**config.mk**
```make
export PLATFORM = sky130hd
export DESIGN_NAME = delivery_game_scroller
export DESIGN_NICKNAME = d
export VERILOG_FILES = /design/src/rtl/delivery_game_scroller.sv
export SDC_FILE = /design/constraint.sdc
export NUM_CORES = 1
export LEC_CHECK = 0
export BUFFER_PORTS_ARGS = -buffer_cell sky130_fd_sc_hd__buf_2
export CORE_MARGIN = 10
export CORE_UTILIZATION = 50
export CTS_CLUSTER_DIAMETER = 50
export DETAILED_ROUTE_END_ITERATION = 10
export GPL_ROUTABILITY_DRIVEN = 0
export PLACE_DENSITY = 0.73
export SYNTH_ARGS = -nofsm -noshare
export SYNTH_HDL_FRONTEND = slang
export SYNTH_SLANG_ARGS = --single-unit
```
**constraint.sdc**
```tcl
create_clock -name clock -period 3.6 [get_ports clock]
set_input_delay 0.36 -clock clock [delete_from_list [all_inputs] [get_ports clock]]
set_output_delay 0.36 -clock clock [all_outputs]
set_load 0.03 [all_outputs]
```
**src/rtl/delivery_game_scroller.sv**
```systemverilog
// delivery_game_scroller: map-scroll timer and life tracker for delivery_game_uc.
// Ports: clock/reset_n; clear, count_map, get_velocity, hit in;
//        velocity, map_pos, step, velocity_ready, lives, game_over out.
module delivery_game_scroller #(
    parameter int unsigned BASE_PERIOD     = 1000,
    parameter int unsigned PERIOD_DEC      = 100,
    parameter int unsigned MIN_PERIOD      = 200,
    parameter int unsigned VEL_MAX         = 7,
    parameter int unsigned STEPS_PER_LEVEL = 16,
    parameter int unsigned POS_W           = 6,
    parameter int unsigned LIVES           = 3
) (
    input  logic             clock,
    input  logic             reset_n,
    input  logic             clear,
    input  logic             count_map,
    input  logic             get_velocity,
    input  logic             hit,
    output logic [2:0]       velocity,
    output logic [POS_W-1:0] map_pos,
    output logic             step,
    output logic             velocity_ready,
    output logic [1:0]       lives,
    output logic             game_over
);
    localparam int unsigned LVL_W = $clog2(STEPS_PER_LEVEL + 1);

    typedef enum logic [1:0] {
        IDLE = 2'd0,
        RUN  = 2'd1,
        OVER = 2'd2
    } state_t;

    state_t           state_q, state_d;
    logic [15:0]      cnt_q, cnt_d;
    logic [LVL_W-1:0] lvl_q, lvl_d;
    logic [2:0]       vel_q, vel_d;
    logic [POS_W-1:0] pos_q, pos_d;
    logic [1:0]       lives_q, lives_d;
    logic             step_q, step_d;
    logic             vrdy_q, vrdy_d;
    logic             over_q, over_d;

    logic [19:0]      dec;
    logic [19:0]      period;
    logic             run_en;
    logic             vel_en;
    logic             term;
    logic             last_hit;

    // Period shrinks with velocity; clamp before the subtraction can underflow.
    always_comb begin
        dec = 20'(vel_q) * 20'(PERIOD_DEC);
        if (dec > 20'(BASE_PERIOD - MIN_PERIOD)) begin
            period = 20'(MIN_PERIOD);
        end else begin
            period = 20'(BASE_PERIOD) - dec;
        end
    end

    // >= so a mid-step velocity increase ends the step on the next enabled cycle.
    assign term     = run_en && ({4'd0, cnt_q} >= (period - 20'd1));
    assign last_hit = term && hit && (lives_q == 2'd1);

    // State register
    always_ff @(posedge clock or negedge reset_n) begin
        if (!reset_n) begin
            state_q <= IDLE;
        end else begin
            state_q <= state_d;
        end
    end

    // Next-state logic
    always_comb begin
        state_d = state_q;
        if (clear) begin
            state_d = IDLE;
        end else begin
            unique case (state_q)
                IDLE:    if (count_map) state_d = RUN;
                RUN:     if (last_hit) state_d = OVER;
                OVER:    state_d = OVER;
                default: state_d = IDLE;
            endcase
        end
    end

    // State decode
    always_comb begin
        run_en = (state_q == RUN) && count_map;
        vel_en = (state_q != OVER);
    end

    // Datapath next-state
    always_comb begin
        cnt_d   = cnt_q;
        lvl_d   = lvl_q;
        vel_d   = vel_q;
        pos_d   = pos_q;
        lives_d = lives_q;
        over_d  = over_q;
        step_d  = 1'b0;
        vrdy_d  = 1'b0;
        if (run_en) begin
            if (term) begin
                cnt_d  = 16'd0;
                pos_d  = pos_q + 1'b1;
                step_d = 1'b1;
                if (hit && (lives_q != 2'd0)) begin
                    lives_d = lives_q - 2'd1;
                end
                if (last_hit) begin
                    over_d = 1'b1;
                end else if (lvl_q == LVL_W'(STEPS_PER_LEVEL - 1)) begin
                    // At top speed the level counter parks here.
                    if (vel_q < 3'(VEL_MAX)) begin
                        vrdy_d = 1'b1;
                        lvl_d  = '0;
                    end
                end else begin
                    lvl_d = lvl_q + 1'b1;
                end
            end else begin
                cnt_d = cnt_q + 16'd1;
            end
        end
        if (vel_en && get_velocity) begin
            lvl_d = '0;
            if (vel_q < 3'(VEL_MAX)) begin
                vel_d = vel_q + 3'd1;
            end
        end
    end

    // Datapath registers
    always_ff @(posedge clock or negedge reset_n) begin
        if (!reset_n) begin
            cnt_q   <= '0;
            lvl_q   <= '0;
            vel_q   <= '0;
            pos_q   <= '0;
            lives_q <= 2'(LIVES);
            step_q  <= 1'b0;
            vrdy_q  <= 1'b0;
            over_q  <= 1'b0;
        end else if (clear) begin
            cnt_q   <= '0;
            lvl_q   <= '0;
            vel_q   <= '0;
            pos_q   <= '0;
            lives_q <= 2'(LIVES);
            step_q  <= 1'b0;
            vrdy_q  <= 1'b0;
            over_q  <= 1'b0;
        end else begin
            cnt_q   <= cnt_d;
            lvl_q   <= lvl_d;
            vel_q   <= vel_d;
            pos_q   <= pos_d;
            lives_q <= lives_d;
            step_q  <= step_d;
            vrdy_q  <= vrdy_d;
            over_q  <= over_d;
        end
    end

    assign velocity       = vel_q;
    assign map_pos        = pos_q;
    assign step           = step_q;
    assign velocity_ready = vrdy_q;
    assign lives          = lives_q;
    assign game_over      = over_q;

endmodule

```
==> metrics.yaml <==
status: "completed"
final_layout_size_suffix_gt1_share_pct: 23.63
cts_made_buffers: 5
drc: 0
setup_tns_ns: 0
power.total_mw: 1.183
rsz0062_at_grt: "yes"
synth_edf_count: 0
path_cells: "buf_6, ha_4, xnor2_4, o211ai_1, a221oi_2, o211ai_1, xor2_1, nand2b_1, ha_1, nand4_1, nor3_4, o21ai_4, and2_4, nor4b_4, mux2i_1"
maxSlewHeadroom_pct: 44.77
ys_warn_count: 0
placed_area_sq_um: 2987
setup_viol: 0
fp.coreArea_sq_um: 5205
wl_per_cell_um: 14.78
root_buffer: "clkbuf_8"
hpwl_um: 4327
final_design_area_no_fill_sq_um: 3327
grt_max_degree: 38
area_growth_pct: 20.97
io_pins: 20
ys_seq_area_share_pct: 33.76
r2r_start: "velocity[1]"
placedCellCount: 398
crit_path_frequent_cell: "o211ai_1"
min_path_type: "in -> async"
hold_viol: 0
firstDrtPassIters: 4
die_area_sq_um: 8867
cap_violations: 0
syn_area_per_cell_sq_um: 9.106
insertion_delay_ns: 0.30
fin_cells: 417
n_antenna_cell: 0
postCtsHoldBufs: 0
netlist_area_sq_um: 2750
htreeDepth: 2
min_period_over_period_pct: 98.01
synth_flop_cell: "dfrtp_1"
slowest_delay_ns: 0.44
drtIter0Drc: 73
worstPathRequired_ns: 3.82
finClkSkew_ns: 0.01089
placementRows: 26
vias_per_cell: 5.480
power_density_nw_per_um2: 355.4
die_w_um: 94.17
ys_seq_elements: 37
die_h_um: 94.17
critPathLaunch: "velocity[1]"
antenna_found_initial: 0
cellLeakagePower_nw: 1.564
worstPathArrival_ns: 3.75
cts_tree: "yes"
initial_core_util_pct: 52.84
clk_path_buf_depth: 2
r2r_end: "lives[1]"
routed_wl_um: 6162
ff2ff_setup_slack_ns: 0.07
cp-end-kind: "flip-flop"
fin_nets: 389
max_freq_mhz: 283.4
globalRouteTotalUtil_pct: 13.24
critPathKind: "reg -> reg"
vias: 2285
reg2regPathDepth: 15
cp_slowest_cell: "dfrtp_2"
period_needed_ns: 3.528
grt-ovfl-total: 0
first_global_vias: 2134
cts_sinks: 37
grt_pass1_wl_um: 9653
slew_violations: 0
drtAntennaViolNets: 0
startpoint_type: "flip-flop"
vdd_drop_max_mv: 0.2497
async_flop_share_pct: 100.0
synth_cells: 302
worstPathMaxFanout: 7
synth_cell_types: 55
io_buffers: 19
clk_pin_slew_ns: 0.08
worstMarginPinSlew_ns: 0.8284
==> flip-flops by register name, indices dropped and copies added, names as in the netlist <==
register	count
cnt_q	16
map_pos	6
lvl_q	5
velocity	3
lives	2
state_q	2
game_over	1
step	1
velocity_ready	1
==> report_power, final <==
part | internal [mW] | switching, mW
logic | 0.187 | 0.247
registers | 0.434 | 0.0219
clock network | 0.134 | 0.159
total | 0.754 | 0.428
==> through the flow <==
step / worst slack (ns) / utilization, % / hold slack [ns]
finish: 0.07154 / 63.92 / 0.1543
global route: -0.09208 / 63.92 / 0.1999
CTS: 0.01378 / 59.18 / 0.1824
detailed placement: 0.01383 / 57.38 / 0.4860
global placement: 0.06043 / 57.38 / 0.4843
floorplan: 0.03502 / - / 0.06441
==> cell type report <==
type,instances,area [sq um]
Multi-Input combinational cell,250,1917
Fill cell,420,1878
Sequential cell,37,932.1
Clock inverter,3,17.52
Tap cell,70,87.58
Inverter,13,51.30
Timing Repair Buffer,39,252.7
Clock buffer,5,68.82
==> worst max-delay path: cells and delay by family (launching register included) <==
| kind | cells | cell delay [ns] |
|---|---|---|
| fa+ha+maj | 2 | 0.45 |
| buf+inv | 1 | 0.15 |
| mux | 1 | 0.26 |
| xor+xnor | 2 | 0.39 |
| simple gates | 5 | 1.05 |
| compound gates | 4 | 0.72 |
| flops | 1 | 0.44 |
==> metal layers <==
layer	track usage [%]	vias to the layer above	wire length, um
li1	-	1146	-
met1	16.71	1096	2891
met2	21.28	32	3024
met3	2.878	11	123
met4	5.316	0	123
met5	0	-	0
==> worst max path at each step <==
stage / cells after the start / endpoint / slack [ns]
6_report: 15 / lives[1] / 0.07
5_1_grt: 17 / game_over / -0.09
4_1_cts: 15 / cnt_q[11] / 0.01
3_5_place_dp: 15 / cnt_q[11] / 0.01
3_3_place_gp: 15 / lives[1] / 0.06
2_1_floorplan: 16 / cnt_q[11] / 0.04
==> placed cells by master, fill, tap and decap left out, drive strengths merged, types with 2 or more instances in the layout <==
| cell type | count |
|---|---|
| o22ai | 2 |
| o21ai | 6 |
| and2 | 4 |
| a31oi | 2 |
| nand3 | 22 |
| and3 | 2 |
| nand2b | 4 |
| clkinv | 2 |
| a21oi | 20 |
| clkbuf | 5 |
| and4b | 2 |
| a22o | 3 |
| xnor2 | 14 |
| nand4 | 10 |
| inv | 13 |
| nor3 | 6 |
| nor2b | 6 |
| ha | 37 |
| buf | 39 |
| or3 | 2 |
| o211ai | 2 |
| nand2 | 21 |
| xor2 | 12 |
| o21a | 2 |
| nor2 | 41 |
| dfstp | 2 |
| conb | 7 |
| mux2i | 4 |
| dfrtp | 35 |
==> cell usage after synthesis, types with 2 or more instances <==
| cell type | count | share of area [%] |
|---|---|---|
| a21oi_1 | 19 | 3.5 |
| a22o_1 | 3 | 0.96 |
| a31oi_1 | 2 | 0.45 |
| and2_1 | 3 | 0.68 |
| and3_1 | 2 | 0.45 |
| and4b_1 | 2 | 0.73 |
| buf_2 | 2 | 0.36 |
| clkbuf_1 | 4 | 0.55 |
| dfrtp_1 | 35 | 32 |
| dfstp_2 | 2 | 1.9 |
| ha_1 | 37 | 17 |
| inv_1 | 13 | 1.8 |
| mux2i_1 | 4 | 1.5 |
| nand2_1 | 21 | 2.9 |
| nand2b_1 | 4 | 0.91 |
| nand3_1 | 21 | 3.8 |
| nand4_1 | 10 | 2.3 |
| nor2_1 | 41 | 5.6 |
| nor2b_1 | 6 | 1.4 |
| nor3_1 | 5 | 0.91 |
| o211ai_1 | 2 | 0.55 |
| o21a_1 | 2 | 0.55 |
| o21ai_0 | 4 | 0.73 |
| o22ai_1 | 2 | 0.45 |
| or3_1 | 2 | 0.45 |
| xnor2_1 | 14 | 4.5 |
| xor2_1 | 12 | 3.8 |
==> timing repair <==
| action | in CTS | in global routing |
|---|---|---|
| endpoints found under the hold margin | 0 | 0 |
| resized for setup | 1 | 32 |
| pin swaps | 0 | 14 |
| endpoints found under the setup margin | 1 | 28 |
| setup buffers | 0 | 11 |
==> cell families (layout without fill, tap and decap cells) <==
logic type	Yosys count	count (layout)	synth area share (%)
other cells	1	7	0.1364
compound gates	50	50	12.74
xor+xnor	26	26	8.280
flops	37	37	33.76
buf+inv	21	60	3.230
mux	4	4	1.456
fa+ha+maj	38	38	17.20
simple gates	125	125	23.20
Note: power is estimated with default switching activity, not from simulation.
